--- src/rtl/io_display_pkg.sv ---
//------------------------------------------------------------------------------
// io_display_pkg : converter states, sizes and 7-segment codes.  Rev 1.0
//------------------------------------------------------------------------------
`default_nettype none

package io_display_pkg;

  typedef enum logic [1:0] {
    IDLE  = 2'd0,
    LOAD  = 2'd1,
    SHIFT = 2'd2,
    DONE  = 2'd3
  } conv_state_t;

  localparam int BCD_DIGITS = 10;
  localparam int NUM_CH     = 3;

  // Active-low {g,f,e,d,c,b,a}
  localparam logic [6:0] SEG_0     = 7'h40;
  localparam logic [6:0] SEG_1     = 7'h79;
  localparam logic [6:0] SEG_2     = 7'h24;
  localparam logic [6:0] SEG_3     = 7'h30;
  localparam logic [6:0] SEG_4     = 7'h19;
  localparam logic [6:0] SEG_5     = 7'h12;
  localparam logic [6:0] SEG_6     = 7'h02;
  localparam logic [6:0] SEG_7     = 7'h78;
  localparam logic [6:0] SEG_8     = 7'h00;
  localparam logic [6:0] SEG_9     = 7'h10;
  localparam logic [6:0] SEG_BLANK = 7'h7F;

  function automatic logic [6:0] seg_decode(input logic [3:0] i_digit);
    logic [6:0] r_code;
    case (i_digit)
      4'd0:    r_code = SEG_0;
      4'd1:    r_code = SEG_1;
      4'd2:    r_code = SEG_2;
      4'd3:    r_code = SEG_3;
      4'd4:    r_code = SEG_4;
      4'd5:    r_code = SEG_5;
      4'd6:    r_code = SEG_6;
      4'd7:    r_code = SEG_7;
      4'd8:    r_code = SEG_8;
      4'd9:    r_code = SEG_9;
      default: r_code = SEG_BLANK;
    endcase
    return r_code;
  endfunction

endpackage

`default_nettype wire

--- src/rtl/io_display_driver_if.sv ---
//------------------------------------------------------------------------------
// io_display_driver_if : channel words, select and display pins.  Rev 1.0
//------------------------------------------------------------------------------
`default_nettype none

interface io_display_driver_if;
  logic [31:0] in1;
  logic [31:0] in2;
  logic [31:0] in3;
  logic [1:0]  sel;
  logic [6:0]  seg;
  logic [7:0]  an;
  logic        dp;
  logic        busy;
  logic        ovf;

  modport master (output in1, in2, in3, sel, input seg, an, dp, busy, ovf);
  modport slave  (input in1, in2, in3, sel, output seg, an, dp, busy, ovf);
endinterface

`default_nettype wire

--- src/rtl/io_display_driver_bin2bcd_seq.sv ---
//------------------------------------------------------------------------------
// bin2bcd_seq : 32-bit sequential double-dabble, IDLE/LOAD/SHIFT/DONE. Rev 1.0
//------------------------------------------------------------------------------
`default_nettype none

module bin2bcd_seq
  import io_display_pkg::*;
(
  input  wire logic        clock,
  input  wire logic        resetn,
  input  wire logic        i_start,
  input  wire logic [31:0] i_bin,
  output logic             o_busy,
  output logic             o_done,
  output logic [39:0]      o_bcd
);

  conv_state_t r_state;
  logic [31:0] r_bin;
  logic [39:0] r_bcd;
  logic [4:0]  r_cnt;
  logic [39:0] w_adj;
  logic        w_unused;

  always_comb begin
    w_adj = r_bcd;
    for (int k = 0; k < BCD_DIGITS; k++) begin
      if (r_bcd[4*k +: 4] >= 4'd5)
        w_adj[4*k +: 4] = r_bcd[4*k +: 4] + 4'd3;
    end
  end

  // The top digit of a 32-bit value never exceeds 4, so its carry-out is dead.
  assign w_unused = w_adj[39];

  always_ff @(posedge clock or negedge resetn) begin
    if (!resetn) begin
      r_state <= IDLE;
      r_bin   <= '0;
      r_bcd   <= '0;
      r_cnt   <= '0;
    end else begin
      case (r_state)
        IDLE: if (i_start) r_state <= LOAD;
        LOAD: begin
          r_bin   <= i_bin;
          r_bcd   <= '0;
          r_cnt   <= '0;
          r_state <= SHIFT;
        end
        SHIFT: begin
          {r_bcd, r_bin} <= {w_adj[38:0], r_bin, 1'b0};
          r_cnt          <= r_cnt + 5'd1;
          if (r_cnt == 5'd31) r_state <= DONE;
        end
        DONE:    r_state <= IDLE;
        default: r_state <= IDLE;
      endcase
    end
  end

  assign o_busy = (r_state != IDLE);
  assign o_done = (r_state == DONE);
  assign o_bcd  = r_bcd;

endmodule

`default_nettype wire

--- src/rtl/io_display_driver.sv ---
//------------------------------------------------------------------------------
// io_display_driver : 3-channel BCD refresh + 8-digit 7-seg scan.  Rev 1.0
// Optional leading-zero blanking with `define IO_DISP_BLANK_EN.
//------------------------------------------------------------------------------
`default_nettype none

module io_display_driver
  import io_display_pkg::*;
#(
  parameter int SCAN_DIV   = 50000,
  parameter int NUM_DIGITS = 8
)(
  input  wire logic          clock,
  input  wire logic          resetn,
  io_display_driver_if.slave disp
);

  localparam int DIV_W = (SCAN_DIV > 2) ? $clog2(SCAN_DIV) : 1;
  localparam int IDX_W = $clog2(NUM_DIGITS);

  logic [1:0]       r_ptr;
  logic [39:0]      r_bcd_buf [NUM_CH];
  logic [DIV_W-1:0] r_div;
  logic [IDX_W-1:0] r_idx;

  logic [31:0] w_bin;
  logic [39:0] w_bcd;
  logic        w_done;
  logic        w_busy;
  logic [39:0] w_sel_buf;
  logic        w_off;
  logic [3:0]  w_digit;
  logic        w_ovf;
  logic        w_blank;

  always_comb begin
    case (r_ptr)
      2'd1:    w_bin = disp.in2;
      2'd2:    w_bin = disp.in3;
      default: w_bin = disp.in1;
    endcase
  end

  bin2bcd_seq u_conv (
    .clock   (clock),
    .resetn  (resetn),
    .i_start (1'b1),
    .i_bin   (w_bin),
    .o_busy  (w_busy),
    .o_done  (w_done),
    .o_bcd   (w_bcd)
  );

  assign disp.busy = w_busy;

  always_ff @(posedge clock or negedge resetn) begin
    if (!resetn) begin
      r_ptr <= 2'd0;
      for (int ch = 0; ch < NUM_CH; ch++) r_bcd_buf[ch] <= '0;
    end else if (w_done) begin
      for (int ch = 0; ch < NUM_CH; ch++)
        if (r_ptr == 2'(ch)) r_bcd_buf[ch] <= w_bcd;
      r_ptr <= (r_ptr == 2'(NUM_CH - 1)) ? 2'd0 : r_ptr + 2'd1;
    end
  end

  always_ff @(posedge clock or negedge resetn) begin
    if (!resetn) begin
      r_div <= '0;
      r_idx <= '0;
    end else if (r_div == DIV_W'(SCAN_DIV - 1)) begin
      r_div <= '0;
      r_idx <= (r_idx == IDX_W'(NUM_DIGITS - 1)) ? '0 : r_idx + 1'b1;
    end else begin
      r_div <= r_div + 1'b1;
    end
  end

  always_comb begin
    case (disp.sel)
      2'd0:    w_sel_buf = r_bcd_buf[0];
      2'd1:    w_sel_buf = r_bcd_buf[1];
      2'd2:    w_sel_buf = r_bcd_buf[2];
      default: w_sel_buf = '0;
    endcase
  end

  assign w_off   = (disp.sel == 2'd3);
  assign w_digit = w_sel_buf[{r_idx, 2'b00} +: 4];
  assign w_ovf   = !w_off && (w_sel_buf[39:32] != 8'd0);

`ifdef IO_DISP_BLANK_EN
  // Blank when this digit and every digit above it on the display is zero.
  always_comb begin
    w_blank = (r_idx != '0);
    for (int k = 0; k < NUM_DIGITS; k++) begin
      if (IDX_W'(k) >= r_idx && w_sel_buf[4*k +: 4] != 4'd0)
        w_blank = 1'b0;
    end
  end
`else
  assign w_blank = 1'b0;
`endif

  always_ff @(posedge clock or negedge resetn) begin
    if (!resetn) begin
      disp.an  <= 8'hFF;
      disp.seg <= SEG_BLANK;
      disp.dp  <= 1'b1;
      disp.ovf <= 1'b0;
    end else if (w_off) begin
      disp.an  <= 8'hFF;
      disp.seg <= SEG_BLANK;
      disp.dp  <= 1'b1;
      disp.ovf <= 1'b0;
    end else begin
      disp.an  <= ~(8'h01 << r_idx);
      disp.seg <= w_blank ? SEG_BLANK : seg_decode(w_digit);
      disp.dp  <= !((r_idx == IDX_W'(NUM_DIGITS - 1)) && w_ovf);
      disp.ovf <= w_ovf;
    end
  end

endmodule

`default_nettype wire

--- src/flat_wrapper.sv ---
// flat-port wrapper written by rule: the top's interface ports become plain ports
module io_display_driver_flat import io_display_pkg::*;
#(
  parameter int SCAN_DIV   = 50000,
  parameter int NUM_DIGITS = 8
)
  (clock, resetn, disp_in1, disp_in2, disp_in3, disp_sel, disp_seg, disp_an, disp_dp, disp_busy, disp_ovf);
  io_display_driver_if disp_i ();
  input  wire logic clock;
  input  wire logic resetn;
  input wire logic [$bits(disp_i.in1)-1:0] disp_in1;
  input wire logic [$bits(disp_i.in2)-1:0] disp_in2;
  input wire logic [$bits(disp_i.in3)-1:0] disp_in3;
  input wire logic [$bits(disp_i.sel)-1:0] disp_sel;
  output wire logic [$bits(disp_i.seg)-1:0] disp_seg;
  output wire logic [$bits(disp_i.an)-1:0] disp_an;
  output wire logic [$bits(disp_i.dp)-1:0] disp_dp;
  output wire logic [$bits(disp_i.busy)-1:0] disp_busy;
  output wire logic [$bits(disp_i.ovf)-1:0] disp_ovf;
  assign disp_i.in1 = disp_in1;
  assign disp_i.in2 = disp_in2;
  assign disp_i.in3 = disp_in3;
  assign disp_i.sel = disp_sel;
  assign disp_seg = disp_i.seg;
  assign disp_an = disp_i.an;
  assign disp_dp = disp_i.dp;
  assign disp_busy = disp_i.busy;
  assign disp_ovf = disp_i.ovf;
  io_display_driver #(.SCAN_DIV(SCAN_DIV), .NUM_DIGITS(NUM_DIGITS)) u_core (.clock(clock), .resetn(resetn), .disp(disp_i));
endmodule
--- config.mk ---
export PLATFORM = sky130hd
export DESIGN_NAME = io_display_driver_flat
export DESIGN_NICKNAME = d
export VERILOG_FILES = /design/src/rtl/io_display_pkg.sv /design/src/rtl/io_display_driver_if.sv /design/src/rtl/io_display_driver_bin2bcd_seq.sv /design/src/rtl/io_display_driver.sv /design/src/flat_wrapper.sv
export SDC_FILE = /design/constraint.sdc
export NUM_CORES = 1
export LEC_CHECK = 0
export BUFFER_PORTS_ARGS = -buffer_cell sky130_fd_sc_hd__buf_4
export CORE_UTILIZATION = 45
export CTS_BUF_LIST = sky130_fd_sc_hd__clkbuf_8
export CTS_CLUSTER_DIAMETER = 100
export DETAILED_ROUTE_END_ITERATION = 8
export HOLD_SLACK_MARGIN = 0.06
export PLACE_DENSITY = 0.62
export RECOVER_POWER = 25
export SYNTH_ARGS = -nofsm -noshare
export SYNTH_HDL_FRONTEND = slang
export SYNTH_HIERARCHICAL = 1
export SYNTH_SLANG_ARGS = --single-unit
--- constraint.sdc ---
create_clock -name clock -period 4.3 [get_ports clock]
set_clock_uncertainty 0.1 [all_clocks]
set_input_delay 0.215 -clock clock [delete_from_list [all_inputs] [get_ports clock]]
set_output_delay 0.215 -clock clock [all_outputs]
set_load 0.05 [all_outputs]
Word level (Yosys, flattened, before mapping). Memory sizes are Yosys's and may differ from the RTL's. Index checks and enable logic that the tools add are counted.

Shifts and indexed selects: 2. Add/sub/neg operators: 14. Muxes and demuxes: 24. Equality and inequality tests: 12. Bitwise logic cells: 1. Reduce and logical (&&, ||, !) cells: 13. Magnitude comparators: 10.

Operators by type and width (number): case mux 32 bit (2 select lines) (2); case mux 40 bit (3 select lines) (1); case mux 40 bit (2 select lines) (1); >= comparator 4 x 3 -> 1 bit, second input constant (10); indexed part select 40 x 6 -> 4 bit (1); adder 4 x 2 -> 4 bit, second input constant (9); 2-to-1 mux 4 bit (9); adder 16 x 1 -> 16 bit, second input constant (1); == test 16 bit, second input constant (1); 2-to-1 mux 16 bit (1); == test 2 bit, second input constant (5); case mux 5 bit (2 select lines) (1); 2-to-1 mux 8 bit (1); NOT 8 bit (1); case mux 2 bit (4 select lines) (1); nonzero test 8 bit (1); << shifter 1 x 3 -> 8 bit, first input constant (1); 2-to-1 mux 7 bit (1); == test 2 x 1 -> 1 bit, second input constant (3); logical NOT 2 bit (3); 2-to-1 mux 3 bit (2); AND reduction 2 bit (3); adder 5 x 1 -> 5 bit, second input constant (1); == test 5 bit, second input constant (1); other kinds (10) (15).

Output and inout bits: 18. Bits in read-only memories: 112. Register bits after elaboration: 237. Memories kept: 1. Input port bits: 100.

Memories: (name not given) (words 16, width 7, rd ports 1, clocked after memory_dff 0, write ports 0, RTL line io_display_pkg.sv:33) `case (i_digit)`.

Logic depth before layout (Yosys ltp).
Depth after elaboration: 7. Depth in mapped cells: 12.

Hierarchy. Netlist, hierarchy kept.

Modules (own cells, without submodules): io_display_driver (instances 1, cells each 656, seq. area each 3973.8 um2, area each 7816.2 um2); bin2bcd_seq (instances 1, cells each 424, seq. area each 1976.9 um2, area each 4589.4 um2).

Least setup slack after synthesis. No wires, ideal clock.

Path kind: input -> register. Start: input port disp_sel[0]. End: register u_core.disp.seg[0]. Slack: 2016 ps. Buffers on the path: 2. Arrival: 2119 ps. Data required time: 4136 ps. Stages on the path: 8. Path through: buf_2 -> mux2_2 -> a221oi_1 -> nor3_1 -> o32a_1 -> buf_2 -> or4b_1 -> nand3_1.

Word-level cells in the longest chain between the ends: 5. Elaborated cells on any way between the ends: 8. Those cells by class: eq/ne (3); shift (1); mux (2); reduce/logical (1); memory (1).

RTL lines: from (decl) (RTL line flat_wrapper.sv:14) `input wire logic [$bits(disp_i.sel)-1:0] disp_sel;`; == test 2 bit (tied with other cells) (RTL line io_display_driver.sv:80) `case (disp.sel)`; case mux 40 bit (3 select lines) (RTL line io_display_driver.sv:80); indexed part select 40 x 6 -> 4 bit (RTL line io_display_driver.sv:89) `assign w_digit = w_sel_buf[{r_idx, 2'b00} +: 4];`; memory (16 x 7 bit); 2-to-1 mux 7 bit (*) (RTL line io_display_driver.sv:111) `end else if (w_off) begin`; to (signal assigned) (RTL line io_display_driver.sv:118) `disp.seg <= w_blank ? SEG_BLANK : seg_decode(w_digit);`; to (decl) (RTL line io_display_driver_if.sv:18) `modport slave (input in1, in2, in3, sel, output seg, an, dp, busy, ovf);`.

Every way passes the cells marked *; elsewhere a longest branch is shown, timed or not. A chain may end at the register's enable or synchronous reset.

Worst setup path after layout.
Start: register u_core.r_idx[1]. End: register u_core.disp.seg[3].

Word-level cells in the longest chain between the ends: 3.

RTL lines: from (decl) (RTL line io_display_driver.sv:24) `logic [IDX_W-1:0] r_idx;`; from (signal assigned) (RTL line io_display_driver.sv:73) `r_idx <= (r_idx == IDX_W'(NUM_DIGITS - 1)) ? '0 : r_idx + 1'b1;`; indexed part select 40 x 6 -> 4 bit (RTL line io_display_driver.sv:89); memory (16 x 7 bit); 2-to-1 mux 7 bit (RTL line io_display_driver.sv:111).

Every way passes these cells.

==> results.md <==
* Area added between synthesis and finish at 18.1%
* Clk buf depth at 3
* Core region area at approximately 0.027 sq mm
* Fin nets at between 1000 and 1500
* Initial antenna violation count at 0
* Mapped Cells at about 1100
* CTS tree: built
* CTS Buf Count at 43
* Die Wd at between 150 and 200 microns
* CP startpoint kind: register
* Max-Cap Viols at 0
* Critical path data arrival time at between 3000 and 4000 ps
* GRT Total Usage at roughly a fifth
* HP Class: input pin to register
* VDD IR-drop max at 364 uV
* Layout cells sized above 1 at 32.9%
* Critical path class: register to register
* Worst-Margin Slew at around 1100 ps
* Final period util at around 70%
* Clock-pin slew on the worst setup and hold paths at 60 ps
* Setup repair after global routing missed its margin: no
* Die ar. at about 0.028 sq mm
* Largest net degree at the start of global routing at ~140
* Netlist area before placement at ~0.012 sq mm
* Ratio of total power to cell area at between 500 and 600 mW/mm^2
* DPL Wire Length at about 17000 microns
* RePlAce Congestion at about 0.8
* Routed Antenna Nets at 0
* Synthesis-stage register bit count at around 240
* Hold slack at 99.0 ps
* Via Count at ~8600
* Ys flop type: dfrtp_1
* Commonest cells after routing, fill and taps aside: dfrtp_1, mux2_2, buf_4
* Via density at around 5.4
* Final Power at between 7 and 8 mW
* DRC at 0
* TNS Setup at 0 ps
* # IOs at ~120
* Htree depth at 2
* Worst slew margin at 25.7%
* Syn nets at ~1200
* Commonest non-fill, non-tap cell in the layout: dfrtp_1
* Initial Util at 45.9%
* Total grt overflow at 0
* Mean routed wirelength per cell at 17.0 microns
* Max-slew violations at 0
* DIE HEIGHT at between 150 and 200 microns
* Sequential element share of the synthesized area at around 48%
* Leak at 6.79 nW
* Setup-failing EPs final at 0
* Clock Sinks at 237
* Placed cell areas at ~0.013 sq mm
* Status: complete, no violations
* Synth warn at 6
* Root Buffer: clkbuf_8
* First-pass iteration count of the detailed router at 5
* Count of cell types in the netlist at 64
* Detailed Route Iter0 Violations at about 480
* Post-synth EDFFs at 0
* Clk Latency, worst-skew pair at 540 ps
* First-pass GRT wire length at about 45000 microns
* Crit end category: register
* FP Rows at 60
* Fin crit period at ~3000 ps
* Vias in the first global route at 8644
* Port bufs at roughly 120
* Final hold violation count at 0
* N_diodes at 0
* CP required at 4680 ps
* Async SR Flop Fraction at 100%
* Worst-path maximum fanout at 20
* Design area at approximately 0.015 sq mm
* Fmax at between 0.3 and 0.4 GHz
* Detailed Route WL at 26900 microns
* Utilization after layout at 54.2%
* Mean post-synth cell area at 11.5 sq um
==> routing by layer <==
metal	GRT usage, %	part of all wire (%)
met1	27.7	49
met2	30.7	45
met3	3.60	4.1
met4	5.46	1.7
met5	0	0
==> cells by family after synthesis <==
kind of cell | synth area share (%)
other | 0.0302
AO/OA/AOI/OAI | 14.6
AND/OR/NAND/NOR | 9.21
buffers and inverters | 5.06
adder cells (fa/ha/maj) | 4.14
XOR/XNOR | 2.26
flip-flops | 48.0
multiplexers | 16.8
==> layout make-up <==
class / count / area [sq um]
Timing Repair Buffer: 154 / 1250
Fill cell: 2371 / 12400
Clock inverter: 20 / 144
Sequential cell: 237 / 5950
Clock buffer: 60 / 826
Multi-Input combinational cell: 721 / 5850
Tap cell: 341 / 427
Inverter: 52 / 195
==> worst max-delay path, stage by stage, from the launching register on <==
cell,delay [ps]
dfrtp_1,760
clkinv_1,540
a221oi_2,310
nor2_1,90
a311o_1,470
or4b_1,550
nand3_1,100
==> report_power, final <==
| part | internal [mW] | total (mW) | switching, mW |
|---|---|---|---|
| sequential | 2.52 | 2.67 | 0.151 |
| combinational | 0.991 | 2.68 | 1.69 |
| clock | 1.36 | 2.29 | 0.931 |
| total | 4.87 | 7.65 | 2.78 |
==> worst paths after layout <==
check,endpoint,depth (start not counted),slack (ps),from
worst max-delay path,u_core/disp.seg[3],6,1310,u_core/r_idx[1]
worst min-delay path,u_core/u_conv/r_bin[30],5,100,disp_in1[30]
worst max register to register,u_core/disp.seg[3],6,1310,u_core/r_idx[1]
worst min register to register,u_core/r_div[0],1,390,u_core/r_div[0]
max in group asynchronous,u_core/disp.dp,3,2800,resetn
min in group asynchronous,u_core/u_conv/o_bcd[9],2,280,resetn
==> sequential cells by signal (all words and copies together) (netlist names) <==
signal,count
u_core/r_bcd_buf,120
u_core/u_conv/o_bcd,40
u_core/u_conv/r_bin,32
u_core/r_div,16
u_core/disp.an,8
u_core/disp.seg,7
u_core/u_conv/r_cnt,5
u_core/r_idx,3
u_core/r_ptr,2
u_core/u_conv/r_state,2
u_core/disp.dp,1
u_core/disp.ovf,1
==> synth_stat cells, types with 7 or more instances <==
| master | instances | share of area [%] |
|---|---|---|
| dfrtp_1 | 221 | 45 |
| mux2_2 | 136 | 12 |
| a21oi_1 | 80 | 3.2 |
| nor2_1 | 80 | 2.4 |
| inv_1 | 51 | 1.5 |
| ha_1 | 41 | 4.1 |
| mux2i_1 | 39 | 3.1 |
| clkbuf_1 | 35 | 1.1 |
| a22oi_1 | 32 | 1.9 |
| nand2_1 | 31 | 0.94 |
| o21ai_0 | 29 | 1.2 |
| o21ai_1 | 25 | 1.0 |
| xnor2_1 | 25 | 1.8 |
| nor3_1 | 20 | 0.81 |
| and3_1 | 16 | 0.81 |
| dfstp_2 | 16 | 3.4 |
| nand3_1 | 14 | 0.56 |
| buf_6 | 13 | 1.2 |
| a221oi_1 | 11 | 0.78 |
| nand2b_1 | 11 | 0.55 |
| a22o_1 | 10 | 0.71 |
| buf_2 | 10 | 0.40 |
| o22ai_2 | 10 | 1.0 |
| a21oi_4 | 9 | 1.2 |
| nand2b_4 | 9 | 1.0 |
| o32ai_2 | 9 | 1.2 |
| a221o_1 | 8 | 0.65 |
| buf_4 | 7 | 0.42 |
| xor2_1 | 7 | 0.49 |
==> what timing repair did <==
action,in CTS,in global routing
endpoints found under the hold margin,168,0
setup buffers,0,0
gates resized for setup,0,0
hold buffers,31,0
==> metrics by stage <==
step	setup slack [ps]	instances
floorplan	2020	1080
global placement	1470	1474
detailed placement	1320	1474
CTS	1330	1585
global route	1120	1585
finish	1310	1585
Note: power is estimated with default switching activity, not from simulation.
